===== src/rtl/dnoc_addr_gen_pkg.sv =====
// Shared types and default sizing for the DNOC nested-loop address generator.
package dnoc_addr_gen_pkg;

  localparam int DEF_ADDR_W   = 13;
  localparam int DEF_CNT_W    = 13;
  localparam int DEF_NUM_LOOP = 4;

  typedef enum logic {
    IDLE = 1'b0,
    RUN  = 1'b1
  } state_t;

endpackage


===== src/rtl/dnoc_addr_loop.sv =====
// One loop level: counter plus accumulated offset, with look-ahead of the post-step values.
module dnoc_addr_loop
  import dnoc_addr_gen_pkg::*;
#(
  parameter int ADDR_W = DEF_ADDR_W,
  parameter int CNT_W  = DEF_CNT_W
) (
  input  logic              clk,
  input  logic              rst_n,
  input  logic              step,
  input  logic              clr,
  input  logic [ADDR_W-1:0] gap,
  input  logic [CNT_W-1:0]  lenth,
  output logic              at_term,
  output logic [ADDR_W-1:0] off_nxt,
  output logic              term_nxt
);

  logic [CNT_W-1:0]  cnt_reg, cnt_next;
  logic [ADDR_W-1:0] off_reg, off_next;

  assign at_term = (cnt_reg == lenth);

  always_comb begin
    cnt_next = cnt_reg;
    off_next = off_reg;
    if (step) begin
      if (at_term) begin
        cnt_next = '0;
        off_next = '0;
      end else begin
        cnt_next = cnt_reg + 1'b1;
        off_next = off_reg + gap;
      end
    end
  end

  // The top registers the next address from these, so the adder sees post-step offsets.
  assign off_nxt  = off_next;
  assign term_nxt = (cnt_next == lenth);

  always_ff @(posedge clk or negedge rst_n) begin
    if (!rst_n) begin
      cnt_reg <= '0;
      off_reg <= '0;
    end else if (clr) begin
      cnt_reg <= '0;
      off_reg <= '0;
    end else begin
      cnt_reg <= cnt_next;
      off_reg <= off_next;
    end
  end

endmodule


===== src/rtl/dnoc_addr_gen.sv =====
// N-level nested-loop address generator with start/busy/done control and a valid/ready address port.
module dnoc_addr_gen
  import dnoc_addr_gen_pkg::*;
#(
  parameter int ADDR_W   = DEF_ADDR_W,
  parameter int CNT_W    = DEF_CNT_W,
  parameter int NUM_LOOP = DEF_NUM_LOOP
) (
  input  logic                             clk,
  input  logic                             rst_n,
  input  logic [ADDR_W-1:0]                cfg_base_addr,
  input  logic [NUM_LOOP-1:0][ADDR_W-1:0]  cfg_gap,
  input  logic [NUM_LOOP-1:0][CNT_W-1:0]   cfg_lenth,
  input  logic                             start,
  input  logic                             abort,
  output logic                             addr_valid,
  input  logic                             addr_ready,
  output logic [ADDR_W-1:0]                addr,
  output logic                             addr_last,
  output logic                             busy,
  output logic                             done
);

  state_t state_reg, state_next;

  logic [ADDR_W-1:0]               base_reg;
  logic [NUM_LOOP-1:0][ADDR_W-1:0] gap_reg;
  logic [NUM_LOOP-1:0][CNT_W-1:0]  lenth_reg;

  logic [ADDR_W-1:0] addr_reg, addr_next;
  logic              valid_reg, valid_next;
  logic              last_reg, last_next;
  logic              done_reg, done_next;
  logic              load_cfg, clr, adv;
  logic              fire;

  logic [NUM_LOOP-1:0]             at_term, term_nxt;
  logic [NUM_LOOP-1:0][ADDR_W-1:0] off_nxt;
  logic [NUM_LOOP:0]               term_chain, nxt_chain, zero_chain;
  logic [ADDR_W-1:0]               psum [NUM_LOOP+1];

  assign fire = valid_reg & addr_ready;

  assign term_chain[0] = 1'b1;
  assign nxt_chain[0]  = 1'b1;
  assign zero_chain[0] = 1'b1;
  assign psum[0]       = base_reg;

  // Loop gi steps only when every inner loop sits at its terminal count.
  for (genvar gi = 0; gi < NUM_LOOP; gi++) begin : g_loop
    dnoc_addr_loop #(
      .ADDR_W(ADDR_W),
      .CNT_W (CNT_W)
    ) u_loop (
      .clk     (clk),
      .rst_n   (rst_n),
      .step    (adv & term_chain[gi]),
      .clr     (clr),
      .gap     (gap_reg[gi]),
      .lenth   (lenth_reg[gi]),
      .at_term (at_term[gi]),
      .off_nxt (off_nxt[gi]),
      .term_nxt(term_nxt[gi])
    );
    assign term_chain[gi+1] = term_chain[gi] & at_term[gi];
    assign nxt_chain[gi+1]  = nxt_chain[gi] & term_nxt[gi];
    assign zero_chain[gi+1] = zero_chain[gi] & (cfg_lenth[gi] == '0);
    assign psum[gi+1]       = psum[gi] + off_nxt[gi];
  end

  always_comb begin
    state_next = state_reg;
    addr_next  = addr_reg;
    valid_next = valid_reg;
    last_next  = last_reg;
    done_next  = 1'b0;
    load_cfg   = 1'b0;
    clr        = 1'b0;
    adv        = 1'b0;
    case (state_reg)
      IDLE: begin
        if (start && !abort) begin
          state_next = RUN;
          load_cfg   = 1'b1;
          clr        = 1'b1;
          addr_next  = cfg_base_addr;
          valid_next = 1'b1;
          last_next  = zero_chain[NUM_LOOP];
        end
      end
      RUN: begin
        if (abort) begin
          state_next = IDLE;
          valid_next = 1'b0;
          last_next  = 1'b0;
          clr        = 1'b1;
        end else if (fire) begin
          if (term_chain[NUM_LOOP]) begin
            state_next = IDLE;
            valid_next = 1'b0;
            last_next  = 1'b0;
            done_next  = 1'b1;
            clr        = 1'b1;
          end else begin
            adv        = 1'b1;
            addr_next  = psum[NUM_LOOP];
            last_next  = nxt_chain[NUM_LOOP];
          end
        end
      end
      default: state_next = IDLE;
    endcase
  end

  always_ff @(posedge clk or negedge rst_n) begin
    if (!rst_n) begin
      state_reg <= IDLE;
      base_reg  <= '0;
      gap_reg   <= '0;
      lenth_reg <= '0;
      addr_reg  <= '0;
      valid_reg <= 1'b0;
      last_reg  <= 1'b0;
      done_reg  <= 1'b0;
    end else begin
      state_reg <= state_next;
      addr_reg  <= addr_next;
      valid_reg <= valid_next;
      last_reg  <= last_next;
      done_reg  <= done_next;
      if (load_cfg) begin
        base_reg  <= cfg_base_addr;
        gap_reg   <= cfg_gap;
        lenth_reg <= cfg_lenth;
      end
    end
  end

  assign addr_valid = valid_reg;
  assign addr       = addr_reg;
  assign addr_last  = last_reg;
  assign busy       = (state_reg == RUN);
  assign done       = done_reg;

endmodule


===== config.mk =====
export PLATFORM = sky130hd
export DESIGN_NAME = dnoc_addr_gen
export DESIGN_NICKNAME = d
export VERILOG_FILES = /design/src/rtl/dnoc_addr_gen_pkg.sv /design/src/rtl/dnoc_addr_loop.sv /design/src/rtl/dnoc_addr_gen.sv
export SDC_FILE = /design/constraint.sdc
export NUM_CORES = 1
export LEC_CHECK = 0
export ABC_AREA = 0
export BUFFER_PORTS_ARGS = -buffer_cell sky130_fd_sc_hd__clkbuf_2
export CORE_UTILIZATION = 55
export CTS_CLUSTER_SIZE = 25
export DETAILED_ROUTE_END_ITERATION = 10
export HOLD_SLACK_MARGIN = 0.12
export PLACE_DENSITY_LB_ADDON = 0.15
export SYNTH_ARGS = -nofsm -noshare
export SYNTH_HDL_FRONTEND = slang
export SYNTH_SLANG_ARGS = --single-unit
export TNS_END_PERCENT = 1

===== constraint.sdc =====
create_clock -name clk -period 6.95 [get_ports clk]
set_clock_uncertainty 0.05 [all_clocks]
set_input_delay 1.39 -clock clk [delete_from_list [all_inputs] [get_ports clk]]
set_output_delay 1.39 -clock clk [all_outputs]
set_load 0.01 [all_outputs]

-- Yosys cells after proc, flatten, opt, wreduce, memory -nomap -nowiden
Cells that the tools add are included.
- flip-flop bits (word level): 238
- output and inout port bits: 17
- word-level logic and storage cells: 125
- add/subtract/negate cells: 12
- equality and inequality tests: 14
- mux-type cells: 54
- bitwise logic cells: 14
- reduce and logical (&&, ||, !) cells: 9
- operators with widths (kind ; count):
    two-way mux 13 bit ; 28
    adder 13 bit ; 8
    == test 13 bit ; 8
    adder 13 x 1 -> 13 bit, second input constant ; 4
    zero test 13 bit ; 4
    case mux 13 bit (2 select lines) ; 1
    two-way mux 1 bit ; 21
    AND 1 bit ; 13
    case mux 1 bit (2 select lines) ; 4
    != test 2 bit, second input constant ; 3
    != test 3 x 2 -> 1 bit, second input constant ; 2
    AND reduction 4 bit ; 1
    AND reduction 3 bit ; 1
    != test 2 x 1 -> 1 bit, second input constant ; 1
    AND reduction 2 bit ; 1
    logical AND 1 bit ; 1
    zero test 1 bit ; 1
    NOT 1 bit ; 1

-- Logic depth before layout (Yosys ltp)
Gate-level depths: netlist of the first run.
- depth after elaboration: 18
- mapped depth: 30
- depth with buffers taken out: 26

-- Cells and area by module
Synthesis of the first run repeated with hierarchy kept, for this count alone.
- cell total of the unflattened synthesis: 1861
- area total of the unflattened synthesis: 16072.9 µm²
- modules (own cells, without submodules) (module ; times used ; cells each ; area each (µm²) ; sequential area each (µm²)):
    dnoc_addr_gen ; 1 ; 797 ; 6924.1 ; 3353.2
    dnoc_addr_loop (g_loop[1].u_loop ...) ; 3 ; 266 ; 2272.2 ; 650.6
    dnoc_addr_loop (g_loop[0].u_loop) ; 1 ; 266 ; 2332.2 ; 650.6

-- Worst setup path before layout of the first run
OpenSTA, ideal clock, no wires.
- path type: reg-to-reg
- start: reg g_loop[1].u_loop.cnt_reg[5]
- end: reg addr_reg[12] (netlist: addr[12])
- setup time: 0.137 ns
- arrival: 7.014 ns
- slack: -0.252 ns
- cell stages (with the launch flop): 30
- period minus slack after synthesis: 7.202 ns
- path through: dfrtp_1 -> buf_4 -> xor2_1 -> or3_4 -> or4_4 -> buf_6 -> nor2_1 -> buf_2 -> a21o_1 -> clkbuf_1 -> buf_1 -> a21oi_1 -> fa_1 -> inv_1 -> fa_1 -> inv_1 -> fa_1 -> inv_1 -> ha_1 -> a211oi_1 -> o21bai_1 -> a211oi_1 -> nor3_1 -> a2111oi_0 -> o21bai_1 -> a21oi_1 -> xnor3_1 -> xnor3_1 -> mux2i_1 -> a21oi_1
- longest elaborated chain between the ends: 17
- elaborated cells between the ends (all ways): 26
- classes of those cells: 4 x add/sub; 2 x eq/ne; 13 x mux; 6 x bitwise; 1 x reduce/logical
- RTL lines (element ; line ; text):
    start, declared ; dnoc_addr_loop.sv:19 ; logic [CNT_W-1:0] cnt_reg, cnt_next;
    start signal, assigned ; dnoc_addr_loop.sv:50 ; cnt_reg <= cnt_next;
    == test 13 bit (*) ; dnoc_addr_loop.sv:22 ; assign at_term = (cnt_reg == lenth);
    AND 1 bit (3 in a row) ; dnoc_addr_gen.sv:65 ; assign term_chain[gi+1] = term_chain[gi] & at_term[gi];
    two-way mux 1 bit ; dnoc_addr_gen.sv:98 ; if (term_chain[NUM_LOOP]) begin
    two-way mux 1 bit ; dnoc_addr_gen.sv:97 ; end else if (fire) begin
    two-way mux 1 bit ; dnoc_addr_gen.sv:92 ; if (abort) begin
    two-way mux 1 bit ; dnoc_addr_gen.sv:80 ; case (state_reg)
    two-way mux 13 bit or AND 1 bit (tied branches) ; dnoc_addr_loop.sv:27, dnoc_addr_gen.sv:57 ;
    adder 13 bit or two-way mux 13 bit (tied branches) ; dnoc_addr_gen.sv:68, dnoc_addr_loop.sv:27 ;
    adder 13 bit (3 in a row) ; dnoc_addr_gen.sv:68 ; assign psum[gi+1] = psum[gi] + off_nxt[gi];
    two-way mux 13 bit ; dnoc_addr_gen.sv:98 ;
    two-way mux 13 bit ; dnoc_addr_gen.sv:97 ;
    two-way mux 13 bit ; dnoc_addr_gen.sv:92 ;
    case mux 13 bit (2 select lines) ; dnoc_addr_gen.sv:80 ;
    end signal, assigned ; dnoc_addr_gen.sv:127 ; addr_reg <= addr_next;
    end, declared ; dnoc_addr_gen.sv:30 ; logic [ADDR_W-1:0] addr_reg, addr_next;
Every way passes the cells marked *; elsewhere a longest branch is shown, timed or not. The select of a mux whose other input is x is not followed.
A chain may end at the register's enable or synchronous reset.

-- Final worst setup path of the first run
- start: reg lenth_reg[21] in the netlist's numbering
- end: reg addr_reg[12] (netlist: addr[12])
- longest elaborated chain between the ends: 17
- elaborated cells between the ends (all ways): 26
- classes of those cells: 4 x add/sub; 2 x eq/ne; 13 x mux; 6 x bitwise; 1 x reduce/logical
- RTL lines (element ; line ; text):
    start, declared ; dnoc_addr_gen.sv:28 ; logic [NUM_LOOP-1:0][CNT_W-1:0] lenth_reg;
    start signal, assigned ; dnoc_addr_gen.sv:134 ; lenth_reg <= cfg_lenth;
    == test 13 bit (*) ; dnoc_addr_loop.sv:22 ;
    AND 1 bit (3 in a row) ; dnoc_addr_gen.sv:65 ;
    two-way mux 1 bit ; dnoc_addr_gen.sv:98 ;
    two-way mux 1 bit ; dnoc_addr_gen.sv:97 ;
    two-way mux 1 bit ; dnoc_addr_gen.sv:92 ;
    two-way mux 1 bit ; dnoc_addr_gen.sv:80 ;
    two-way mux 13 bit or AND 1 bit (tied branches) ; dnoc_addr_loop.sv:27, dnoc_addr_gen.sv:57 ;
    adder 13 bit or two-way mux 13 bit (tied branches) ; dnoc_addr_gen.sv:68, dnoc_addr_loop.sv:27 ;
    adder 13 bit (3 in a row) ; dnoc_addr_gen.sv:68 ;
    two-way mux 13 bit ; dnoc_addr_gen.sv:98 ;
    two-way mux 13 bit ; dnoc_addr_gen.sv:97 ;
    two-way mux 13 bit ; dnoc_addr_gen.sv:92 ;
    case mux 13 bit (2 select lines) ; dnoc_addr_gen.sv:80 ;
Marked as above.

==> metrics.md, run 1 <==
| Metric | Value |
|---|---|
| CP Depth | `25` |
| Static Leak | `8.39 nW` |
| Internal power | `2.99 mW` |
| Finished Core Util | `0.650` |
| Min Hold Slack | `0.463 ns` |
| CP startpoint kind | `flip-flop` |
| Number of cell rows | `61` |
| Later-pin clock latency in the skew report | `0.55 ns` |
| Crit path required time | `7.28 ns` |
| Crit path max fanout | `7` |
| DRC Markers | `0` |
| Routed len/inst | `20.8 um` |
| Post-synth net total | `1848` |
| Combinational fraction of design power | `0.262` |
| Final Cycle Share | `0.950` |
| Yosys warns | `0` |
| CP max stage cell | `or4_4` |
| Most common cell after layout, fill and taps aside | `dfrtp_1` |
| RSZ-0062 raised after global routing | `false` |
| Clk network pwr share | `0.333` |
| Crit path DAT | `6.93 ns` |
| Synth top area share | `0.376` |
| FF-to-FF path depth | `25` |
| Post-synth EDFFs | `0` |
| H-tree depth | `1` |
| CP top delay family | `adder cells` |
| Synth Area per Inst | `9.76 um2` |
| CTS tree | `done` |
| Final hold vios | `0` |
| Chip Height | `172 um` |
| Buf+Inv Stages, Crit Path | `4` |
| Seq pwr share | `0.405` |
| Hold Path Class | `flip-flop to flip-flop` |
| Initial antenna violation count | `0` |
| Commonest non-fill, non-tap cells in the layout | `dfrtp_1, nor2_1, clkbuf_2` |
| Largest stage delay, worst path | `0.60 ns` |
| Hold Buf Count CTS | `0` |
| Period minus WS final | `6.60 ns` |
| GPL Wtd Cong | `0.939` |
| Drt pass-1 iters | `5` |
| Synthesis-stage register bit count | `238` |
| Die W | `172 um` |
| Total clock buffers created by CTS | `28` |
| NetSw | `1.40 mW` |
| Die area | `0.0295 mm2` |
| First-pass GRT wire length | `71100 um` |
| Share of cells above drive strength 1 | `0.221` |
| Cell Pwr Density | `241 mW/mm2` |
| Mapped cell area | `0.0158 mm2` |
| Post-synth ARST share | `1.00` |
| Sw frac | `0.319` |
| Sequential area share after synthesis | `0.376` |
| Final setup TNS | `0 ns` |
| Max Slew Vio Count | `0` |
| Cells after synthesis | `1622` |
| Outcome | `completed` |
| Clock Pin Slew Worst Setup and Hold Paths | `0.06 ns` |
| Area leader, netlist | `dfrtp_1` |
| I/O Buffers | `138` |
| Total track usage | `0.316` |
| Fmax | `151 MHz` |
| Number of global-route vias before repair | `12600` |
| Placed Area | `0.0173 mm2` |
| Via density | `5.99` |
| Setup-failing EPs final | `0` |
| Clock Root Buffer | `clkbuf_16` |
| Vias | `13100` |
| Diodes inserted | `0` |
| Netlist cell types | `85` |
| Final WL | `45600 um` |
| Largest net degree at the start of global routing | `128` |
| Area Growth Syn to Fin | `15.3%` |
| Top cells by area, synth | `dfrtp_1, mux2_2, xnor2_1, ha_1, fa_1` |
| Worst setup EP type | `flip-flop` |
| Peak supply drop | `0.000209 V` |
| Post-Layout Inst Area | `0.0183 mm2` |
| Post-DP HPWL | `34800 um` |
| WS Path Type | `flip-flop to flip-flop` |
| Initial Util | `0.564` |
| Cells on Worst Hold Path | `1` |
| Initial drt markers | `1209` |
| Main flop type after synthesis | `dfrtp_1` |
| Rel. slew slack | `0.341` |
| IO Count | `139` |
| Post-route ant nets | `0` |
| Total grt overflow | `0` |
| Longest Clk Path Bufs | `3` |
| Worst-Margin Slew | `0.982 ns` |
| Final net count | `2021` |
| Max-Cap Viols | `0` |
| Num Clock Sinks | `238` |
| Core area | `0.0281 mm2` |
-- worst reg2reg max path, stage by stage (launching register included) --
cell and delay [ns]:
dfrtp_1 0.39, xor2_1 0.21, or3_4 0.42, or4_4 0.60, nor2_2 0.15, a21o_1 0.25
buf_4 0.16, a21oi_1 0.10, fa_1 0.51, inv_1 0.05, fa_1 0.49, inv_1 0.05
fa_1 0.50, inv_1 0.04, ha_1 0.27, o21ai_0 0.17, o21bai_1 0.12, a211oi_2 0.25
nor3_1 0.10, a2111oi_2 0.35, o21bai_1 0.10, a21oi_1 0.19, xnor3_1 0.34, xnor3_1 0.34
mux2i_1 0.15, a21oi_1 0.09
-- final cells by class --
| type | count | area (um2) |
|---|---|---|
| Clock inverter | 10 | 106 |
| Timing Repair Buffer | 218 | 1310 |
| Inverter | 86 | 323 |
| Multi-Input combinational cell | 1223 | 9290 |
| Sequential cell | 238 | 5960 |
| Fill cell | 2407 | 9830 |
| Clock buffer | 37 | 796 |
| Tap cell | 378 | 473 |
-- through the flow --
step / instances / total power, mW / worst slack [ns]
floorplan: 1622 / 2.51 / 0.0469
global placement: 2142 / 2.91 / 0.0565
detailed placement: 2142 / 2.94 / -0.144
CTS: 2189 / 4.41 / 0.153
global route: 2190 / 4.62 / 0.00774
finish: 2190 / 4.39 / 0.347
-- timing repair --
| item | 4_1_cts | 5_1_grt |
|---|---|---|
| resized for setup | 0 | 8 |
| setup buffers | 0 | 1 |
| setup endpoints to repair | 0 | 1 |
-- power by group through the flow --
stage                     sequential (mW)  combinational, mW  clock [mW]
after floorplan                      1.73              0.773           0
after global placement               1.79               1.11           0
after detailed placement             1.80               1.14           0
after CTS                            1.78               1.15        1.49
after global routing                 1.80               1.27        1.55
final                                1.78               1.15        1.46
-- per-layer routing --
layer / GRT usage / up-vias / share of wire
met1: 0.480 / 6432 / 0.47
met5: 0 / - / 0
met2: 0.466 / 483 / 0.42
met4: 0.0807 / 0 / 0.027
li1: - / 6124 / -
met3: 0.0525 / 73 / 0.075
-- Yosys cell counts, drive strengths merged, types with 40 or more instances --
cell type	n
inv	86
nand2	107
ha	65
xnor2	94
nor3	42
mux2	108
nand3	40
nor2b	40
xor2	51
o21ai	48
dfrtp	238
nor2	152
clkbuf	58
a21oi	94
-- logic make-up (layout without fill, tap and decap cells) --
| family | after synthesis | in the layout | share of synthesized area |
|---|---|---|---|
| buffers and inverters | 161 | 351 | 0.0406 |
| AND/OR/NAND/NOR | 544 | 544 | 0.175 |
| flip-flops | 238 | 238 | 0.376 |
| adder cells (fa/ha/maj) | 104 | 104 | 0.101 |
| XOR/XNOR | 152 | 152 | 0.0902 |
| multiplexers | 132 | 132 | 0.0920 |
| AO/OA/AOI/OAI | 291 | 291 | 0.125 |
-- path summary, 6_finish.rpt --
path	start	endpoint	slack (ns)
max in group asynchronous	rst_n	gap_reg[23]	4.74
setup reg to reg	lenth_reg[21]	addr[12]	0.35
setup / recovery	lenth_reg[21]	addr[12]	0.35
min in group asynchronous	rst_n	lenth_reg[26]	0.87
hold reg to reg	gap_reg[42]	gap_reg[42]	0.46
hold / removal	gap_reg[42]	gap_reg[42]	0.46
Power figures use the tool's default switching activity.
==> inputs of run 2 (changes only) <==
--- a/config.mk
+++ b/config.mk
@@ -7,11 +7,13 @@
 export LEC_CHECK = 0
 export ABC_AREA = 0
 export BUFFER_PORTS_ARGS = -buffer_cell sky130_fd_sc_hd__clkbuf_2
-export CORE_UTILIZATION = 55
+export CELL_PAD_IN_SITES_DETAIL_PLACEMENT = 1
+export CELL_PAD_IN_SITES_GLOBAL_PLACEMENT = 2
+export CORE_UTILIZATION = 35
 export CTS_CLUSTER_SIZE = 25
 export DETAILED_ROUTE_END_ITERATION = 10
 export HOLD_SLACK_MARGIN = 0.12
-export PLACE_DENSITY_LB_ADDON = 0.15
+export PLACE_DENSITY_LB_ADDON = 0.1
 export SYNTH_ARGS = -nofsm -noshare
 export SYNTH_HDL_FRONTEND = slang
 export SYNTH_SLANG_ARGS = --single-unit
==> metrics.md, run 2 (same netlist as run 1, synthesis figures left out) <==
| Metric | Value |
|---|---|
| Number of cell rows | `77 (+26%)` |
| DRC Markers | `0 (unchanged)` |
| Final hold vios | `0 (unchanged)` |
| Max-Cap Viols | `0 (unchanged)` |
| Hold Path Class | `flip-flop to flip-flop` |
| Chip Height | `215 um (+25%)` |
| Crit path required time | `7.33 ns (+0.05 ns)` |
| Fmax | `151 MHz (-0.31%)` |
| Met2 Wirelength | `24000 um (+24%)` |
| Period minus WS final | `6.62 ns (+0.0208 ns)` |
| CP startpoint kind | `flip-flop` |
| Cells on Worst Hold Path | `2 (+1)` |
| Most common cell after layout, fill and taps aside | `dfrtp_1` |
| Met3 WL post-DR | `2220 um (-35%)` |
| Max Slew Vio Count | `0 (unchanged)` |
| Vias | `13100 (+0.23%)` |
| Crit path max fanout | `9 (+2)` |
| Buf+Inv Stages, Crit Path | `4 (unchanged)` |
| Worst-Margin Slew | `1.19 ns (+0.213 ns)` |
| Final setup TNS | `0 ns (unchanged)` |
| Max Used Layer | `met4` |
| Static Leak | `8.55 nW (+1.8%)` |
| Total clock buffers created by CTS | `30 (+7.1%)` |
| Clock Root Buffer | `clkbuf_16` |
| Initial antenna violation count | `1 (+1)` |
| Clock Pin Slew Worst Setup and Hold Paths | `0.06 ns (about the same)` |
| Via density | `5.39 (-9.9%)` |
| Commonest non-fill, non-tap cells in the layout | `dfrtp_1, nor2_1, clkbuf_2` |
| Final WL | `54600 um (+20%)` |
| Drt pass-1 iters | `5 (unchanged)` |
| Outcome | `completed` |
| Rel. slew slack | `0.198 (-0.143)` |
| Post-DP HPWL | `42000 um (+21%)` |
| Final net count | `2046 (+1.2%)` |
| Crit path DAT | `7.00 ns (+0.07 ns)` |
| CP top delay family | `compound AO/OA/AOI/OAI gates` |
| Share of cells above drive strength 1 | `0.236 (+0.0151)` |
| Num Clock Sinks | `238 (unchanged)` |
| Initial Util | `0.357 (-0.207)` |
| GPL Wtd Cong | `0.872 (-7.2%)` |
| Final Cycle Share | `0.953 (+0.00299)` |
| Worst setup EP type | `flip-flop` |
| First-pass GRT wire length | `85000 um (+20%)` |
| Finished Core Util | `0.424 (-0.226)` |
| Largest stage delay, worst path | `0.51 ns (-0.09 ns)` |
| Total track usage | `0.240 (-0.0765)` |
| Largest net degree at the start of global routing | `158 (+23%)` |
| WS Path Type | `flip-flop to flip-flop` |
| I/O Buffers | `138 (unchanged)` |
| Total grt overflow | `0 (unchanged)` |
| Cell Pwr Density | `244 mW/mm2 (+1.5%)` |
| Setup-failing EPs final | `0 (unchanged)` |
| Min Hold Slack | `0.454 ns (-0.00911 ns)` |
| CTS tree | `done` |
| CP Depth | `25 (unchanged)` |
| Initial drt markers | `620 (-49%)` |
| CP max stage cell | `fa_1` |
| WL met1 | `27300 um (+26%)` |
| Later-pin clock latency in the skew report | `0.59 ns (+0.04 ns)` |
| Area Growth Syn to Fin | `18.9%` |
| H-tree depth | `1 (unchanged)` |
| Die W | `215 um (+25%)` |
| Peak supply drop | `0.000164 V (-21%)` |
| Routed len/inst | `22.4 um (+7.6%)` |
| IO Count | `139 (unchanged)` |
| Core area | `0.0444 mm2 (+58%)` |
| Post-route ant nets | `0 (unchanged)` |
| Number of global-route vias before repair | `13900 (+10%)` |
| Hold Buf Count CTS | `0 (unchanged)` |
| Longest Clk Path Bufs | `3 (unchanged)` |
| FF-to-FF path depth | `25 (unchanged)` |
| Die area | `0.0461 mm2 (+56%)` |
run 2: changes by cell type in the layout (fill, tap and decap cells not counted), moves of 2 or more:
| cell | before | now |
|---|---|---|
| buf_4 | 79 | 101 |
| clkbuf_1 | 4 | 1 |
| clkbuf_16 | 29 | 31 |
| clkinvlp_4 | 1 | 9 |
run 2: worst paths after layout:
kind | start | endpoint | slack (ns)
min reg2reg | addr_last | addr_last | 0.45
min | addr_last | addr_last | 0.45
min in group asynchronous | rst_n | lenth_reg[51] | 0.75
max reg2reg | lenth_reg[41] | addr[12] | 0.33
max in group asynchronous | rst_n | gap_reg[3] | 4.72
max | lenth_reg[41] | addr[12] | 0.33
run 2: per-layer routing:
metal,GRT usage,up-vias
li1,-,6156
met1,0.356,6671
met4,0.0560,0
met5,0,-
met3,0.0314,58
met2,0.369,257
run 2: metrics by stage:
step           std cells  worst slack, ns  power, mW  cell area [um2]
6_report            2437            0.326       4.60            18800
5_1_grt             2436          -0.0169       4.85            18800
4_1_cts             2435           0.0785       4.67            18800
3_5_place_dp        2379           -0.214       3.02            17800
3_3_place_gp        2379           0.0330       2.99            17800
2_1_floorplan       1622           0.0469       2.51            15800
run 2: timing repair:
action                                  4_1_cts  5_1_grt
endpoints found under the setup margin        0        1
gates resized for setup                       0        8
buffers inserted                              0        1
run 2: area by class of cell:
type,count,area (um2)
sequential,238,5960
clock inverter,21,189
tap,592,741
clock buffer,35,821
antenna,1,2.50
fill,5030,25600
multi-input combinational,1223,9300
inverter,86,323
timing repair buffer,241,1500
run 2: tightest hold or removal path, cell delays in order (launching register included):
cell and delay [ns]:
dfrtp_1 0.35, a21oi_1 0.06, nand2_1 0.06
run 2: where the power goes:
part,internal (mW),leakage (nW),switching [mW]
clock network,0.922,0.475,0.684
logic,0.561,5.05,0.654
registers,1.57,3.02,0.206
==> inputs of run 3 (changes only) <==
--- a/config.mk
+++ b/config.mk
@@ -5,11 +5,12 @@
 export SDC_FILE = /design/constraint.sdc
 export NUM_CORES = 1
 export LEC_CHECK = 0
-export ABC_AREA = 0
+export ABC_AREA = 1
 export BUFFER_PORTS_ARGS = -buffer_cell sky130_fd_sc_hd__clkbuf_2
 export CELL_PAD_IN_SITES_DETAIL_PLACEMENT = 1
 export CELL_PAD_IN_SITES_GLOBAL_PLACEMENT = 2
-export CORE_UTILIZATION = 35
+export CORE_UTILIZATION = 32
+export CTS_BUF_LIST = sky130_fd_sc_hd__clkbuf_4 sky130_fd_sc_hd__clkbuf_8
 export CTS_CLUSTER_SIZE = 25
 export DETAILED_ROUTE_END_ITERATION = 10
 export HOLD_SLACK_MARGIN = 0.12
==> metrics.md, run 3 <==
| Metric | Value |
|---|---|
| GPL Wtd Cong | `0.836 (-4.0%)` |
| Mapped cell area | `0.0160 mm2 (+1.0%)` |
| Synthesis-stage register bit count | `238 (unchanged)` |
| Area Growth Syn to Fin | `15.7%` |
| RSZ-0062 raised after global routing | `false` |
| Cells after synthesis | `2211 (+36%)` |
| Post-synth net total | `2437 (+32%)` |
| Most common cell after layout, fill and taps aside | `nand2_1` |
| CP startpoint kind | `flip-flop` |
| Sw frac | `0.403 (+0.0673)` |
| Post-Layout Inst Area | `0.0185 mm2 (-1.7%)` |
| Clock Pin Slew Worst Setup and Hold Paths | `0.06 ns (about the same)` |
| Area leader, netlist | `dfrtp_1` |
| Outcome | `completed` |
| CP top delay family | `adder cells` |
| Setup-failing EPs final | `0 (unchanged)` |
| CP max stage cell | `fa_1` |
| Clk network pwr share | `0.292 (-0.057)` |
| Worst-Margin Slew | `1.09 ns (-0.103 ns)` |
| Total track usage | `0.224 (-0.0156)` |
| Number of global-route vias before repair | `15700 (+13%)` |
| Post-route insts no fill | `3057 (+25%)` |
| Fmax | `159 MHz (+5.6%)` |
| Crit path max fanout | `11 (+2)` |
| Num Clock Sinks | `238 (unchanged)` |
| Final Cycle Share | `0.903 (-0.0502)` |
| Leading cell types by count after synthesis | `nand2_1, inv_1, dfrtp_1` |
| H-tree depth | `2 (+1)` |
| Crit path top cell by count | `nand2_1` |
| Clock Root Buffer | `clkbuf_8` |
| Synth Area per Inst | `7.23 um2 (-26%)` |
| Initial antenna violation count | `1 (unchanged)` |
| Dpl cells | `2971 (+25%)` |
| Main flop type after synthesis | `dfrtp_1` |
| CTS tree | `done` |
| Total clock buffers created by CTS | `49 (+63%)` |
| Post-route ant nets | `0 (unchanged)` |
| Synth top area share | `0.372 (-0.00374)` |
| Die W | `226 um (+5.1%)` |
| Share of cells above drive strength 1 | `0.117 (-0.118)` |
| Seq. cell area | `0.00596 mm2 (unchanged)` |
| Min Hold Slack | `0.423 ns (-0.0308 ns)` |
| NetSw | `2.29 mW (+48%)` |
| Die area | `0.0509 mm2 (+10%)` |
| Chip Height | `226 um (+5.1%)` |
| Initial Util | `0.325 (-0.0311)` |
| Finished Core Util | `0.377 (-0.0475)` |
| Largest stage delay, worst path | `0.52 ns (about the same)` |
| Max Slew Vio Count | `0 (unchanged)` |
| Later-pin clock latency in the skew report | `0.64 ns (+0.05 ns)` |
| Core area | `0.0492 mm2 (+11%)` |
| Cell Pwr Density | `307 mW/mm2 (+25%)` |
| I/O Buffers | `138 (unchanged)` |
| Number of cell rows | `81 (+5.2%)` |
| Final WL | `54800 um (+0.39%)` |
| Internal power | `3.39 mW (+11%)` |
| Combinational fraction of design power | `0.347 (+0.083)` |
| Seq pwr share | `0.361 (-0.026)` |
| Longest Clk Path Bufs | `3 (unchanged)` |
| DRC Markers | `0 (unchanged)` |
| Static Leak | `9.56 nW (+12%)` |
| Final net count | `2584 (+26%)` |
| Total grt overflow | `0 (unchanged)` |
| Period minus WS final | `6.28 ns (-0.349 ns)` |
| Routed len/inst | `17.9 um (-20%)` |
| Final hold vios | `0 (unchanged)` |
| Final setup TNS | `0 ns (unchanged)` |
| Initial drt markers | `606 (-2.3%)` |
| Area of the multi-input gates | `0.00869 mm2 (-6.6%)` |
| Largest net degree at the start of global routing | `138 (-13%)` |
| Rel. slew slack | `0.266 (+0.0675)` |
| Post-DP HPWL | `41800 um (-0.40%)` |
| Max-Cap Viols | `0 (unchanged)` |
| Sequential area share after synthesis | `0.372 (-0.00374)` |
| Yosys warns | `0 (unchanged)` |
| Via density | `4.85 (-10%)` |
| Post-synth ARST share | `1.00 (unchanged)` |
| Most frequent cell after synthesis | `nand2_1` |
| Placed Area | `0.0174 mm2 (-1.9%)` |
| Buf+Inv Stages, Crit Path | `5 (+1)` |
| First-pass GRT wire length | `87900 um (+3.4%)` |
| Drt pass-1 iters | `5 (unchanged)` |
| Postcts setup bufs | `0 (unchanged)` |
| IO Count | `139 (unchanged)` |
| Top cells by area, synth | `dfrtp_1, nand2_1, inv_1, ha_1, nor2_1` |
| Worst setup EP type | `flip-flop` |
| WS Path Type | `flip-flop to flip-flop` |
| Netlist cell types | `48 (-44%)` |
| Crit path DAT | `6.74 ns (-0.26 ns)` |
| Commonest non-fill, non-tap cells in the layout | `nand2_1, inv_1, dfrtp_1` |
| Vias | `14800 (+13%)` |
| Post-synth EDFFs | `0 (unchanged)` |
| Peak supply drop | `0.000136 V (-18%)` |
| Crit path required time | `7.42 ns (+0.09 ns)` |
| Fillers | `6158 (+22%)` |
| Hold Path Class | `flip-flop to flip-flop` |
==> run 3: changes by cell type in the layout (fill, tap and decap cells not counted), sizes merged, moves of 72 or more <==
| cell | previous run | this run |
|---|---|---|
| buf | 104 | 25 |
| inv | 87 | 280 |
| mux2 | 108 | 0 |
| nand2 | 107 | 724 |
| nand3 | 40 | 124 |
| o21ai | 48 | 124 |
| xnor2 | 94 | 22 |
==> run 3: cell type report <==
type | instances | area share
antenna | 1 | 0.000135
timing repair buffer | 162 | 0.0483
tap | 664 | 0.0449
multi-input combinational | 1623 | 0.469
clock inverter | 13 | 0.00933
sequential | 238 | 0.322
clock buffer | 72 | 0.0485
inverter | 284 | 0.0577
==> run 3: power groups by stage <==
stage / clock network [mW] / logic, mW / registers, mW
2_1_floorplan: 0 / 1.37 / 1.96
3_3_place_gp: 0 / 1.95 / 2.08
3_5_place_dp: 0 / 2.00 / 2.08
4_1_cts: 1.72 / 2.01 / 2.06
5_1_grt: 1.78 / 2.27 / 2.10
6_report: 1.66 / 1.97 / 2.05
==> run 3: cells by family after synthesis <==
| kind of cell | count (synthesis) | synth area share |
|---|---|---|
| and+or+nand+nor | 1172 | 0.304 |
| buffers and inverters | 350 | 0.0855 |
| xor gates and xnor gates | 92 | 0.0504 |
| AOI/OAI and AO/OA | 254 | 0.0872 |
| DFF | 238 | 0.372 |
| muxes | 1 | 0.000626 |
| adders and majority gates | 104 | 0.0997 |
==> run 3: worst min-delay path, stage by stage (launching register included) <==
cell and delay (ns):
dfrtp_1 0.34, nand2_1 0.05, nand2_1 0.05
==> run 3: repair_timing <==
action	4_1_cts	5_1_grt
hold buffers	0	0
setup endpoints to repair	0	1
resized for setup	0	2
==> run 3: path summary, 6_finish.rpt <==
kind	start	end	slack [ns]	cells past startpoint
min in group asynchronous	rst_n	lenth_reg[47]	0.77	1
worst max register to register	g_loop[0].u_loop.cnt_reg[5]	addr[11]	0.67	34
worst max-delay path	g_loop[0].u_loop.cnt_reg[5]	addr[11]	0.67	34
worst min-delay path	gap_reg[50]	gap_reg[50]	0.42	2
worst min register to register	gap_reg[50]	gap_reg[50]	0.42	2
max in group asynchronous	rst_n	gap_reg[36]	4.71	2
==> run 3: through the flow <==
stage	power, mW	setup WS (ns)
3_5_place_dp	4.08	0.166
4_1_cts	5.80	0.424
6_report	5.67	0.675
2_1_floorplan	3.33	0.781
3_3_place_gp	4.03	0.214
5_1_grt	6.15	0.0533
==> run 3: routing by layer <==
layer | track usage | share of wire | up-vias | wire length, um
met1 | 0.302 | 0.48 | 7212 | 26100
li1 | - | - | 7334 | -
met4 | 0.0689 | 0.023 | 2 | 1270
met5 | 0 | 0.00024 | - | 13
met2 | 0.374 | 0.47 | 196 | 25800
met3 | 0.0280 | 0.028 | 77 | 1560
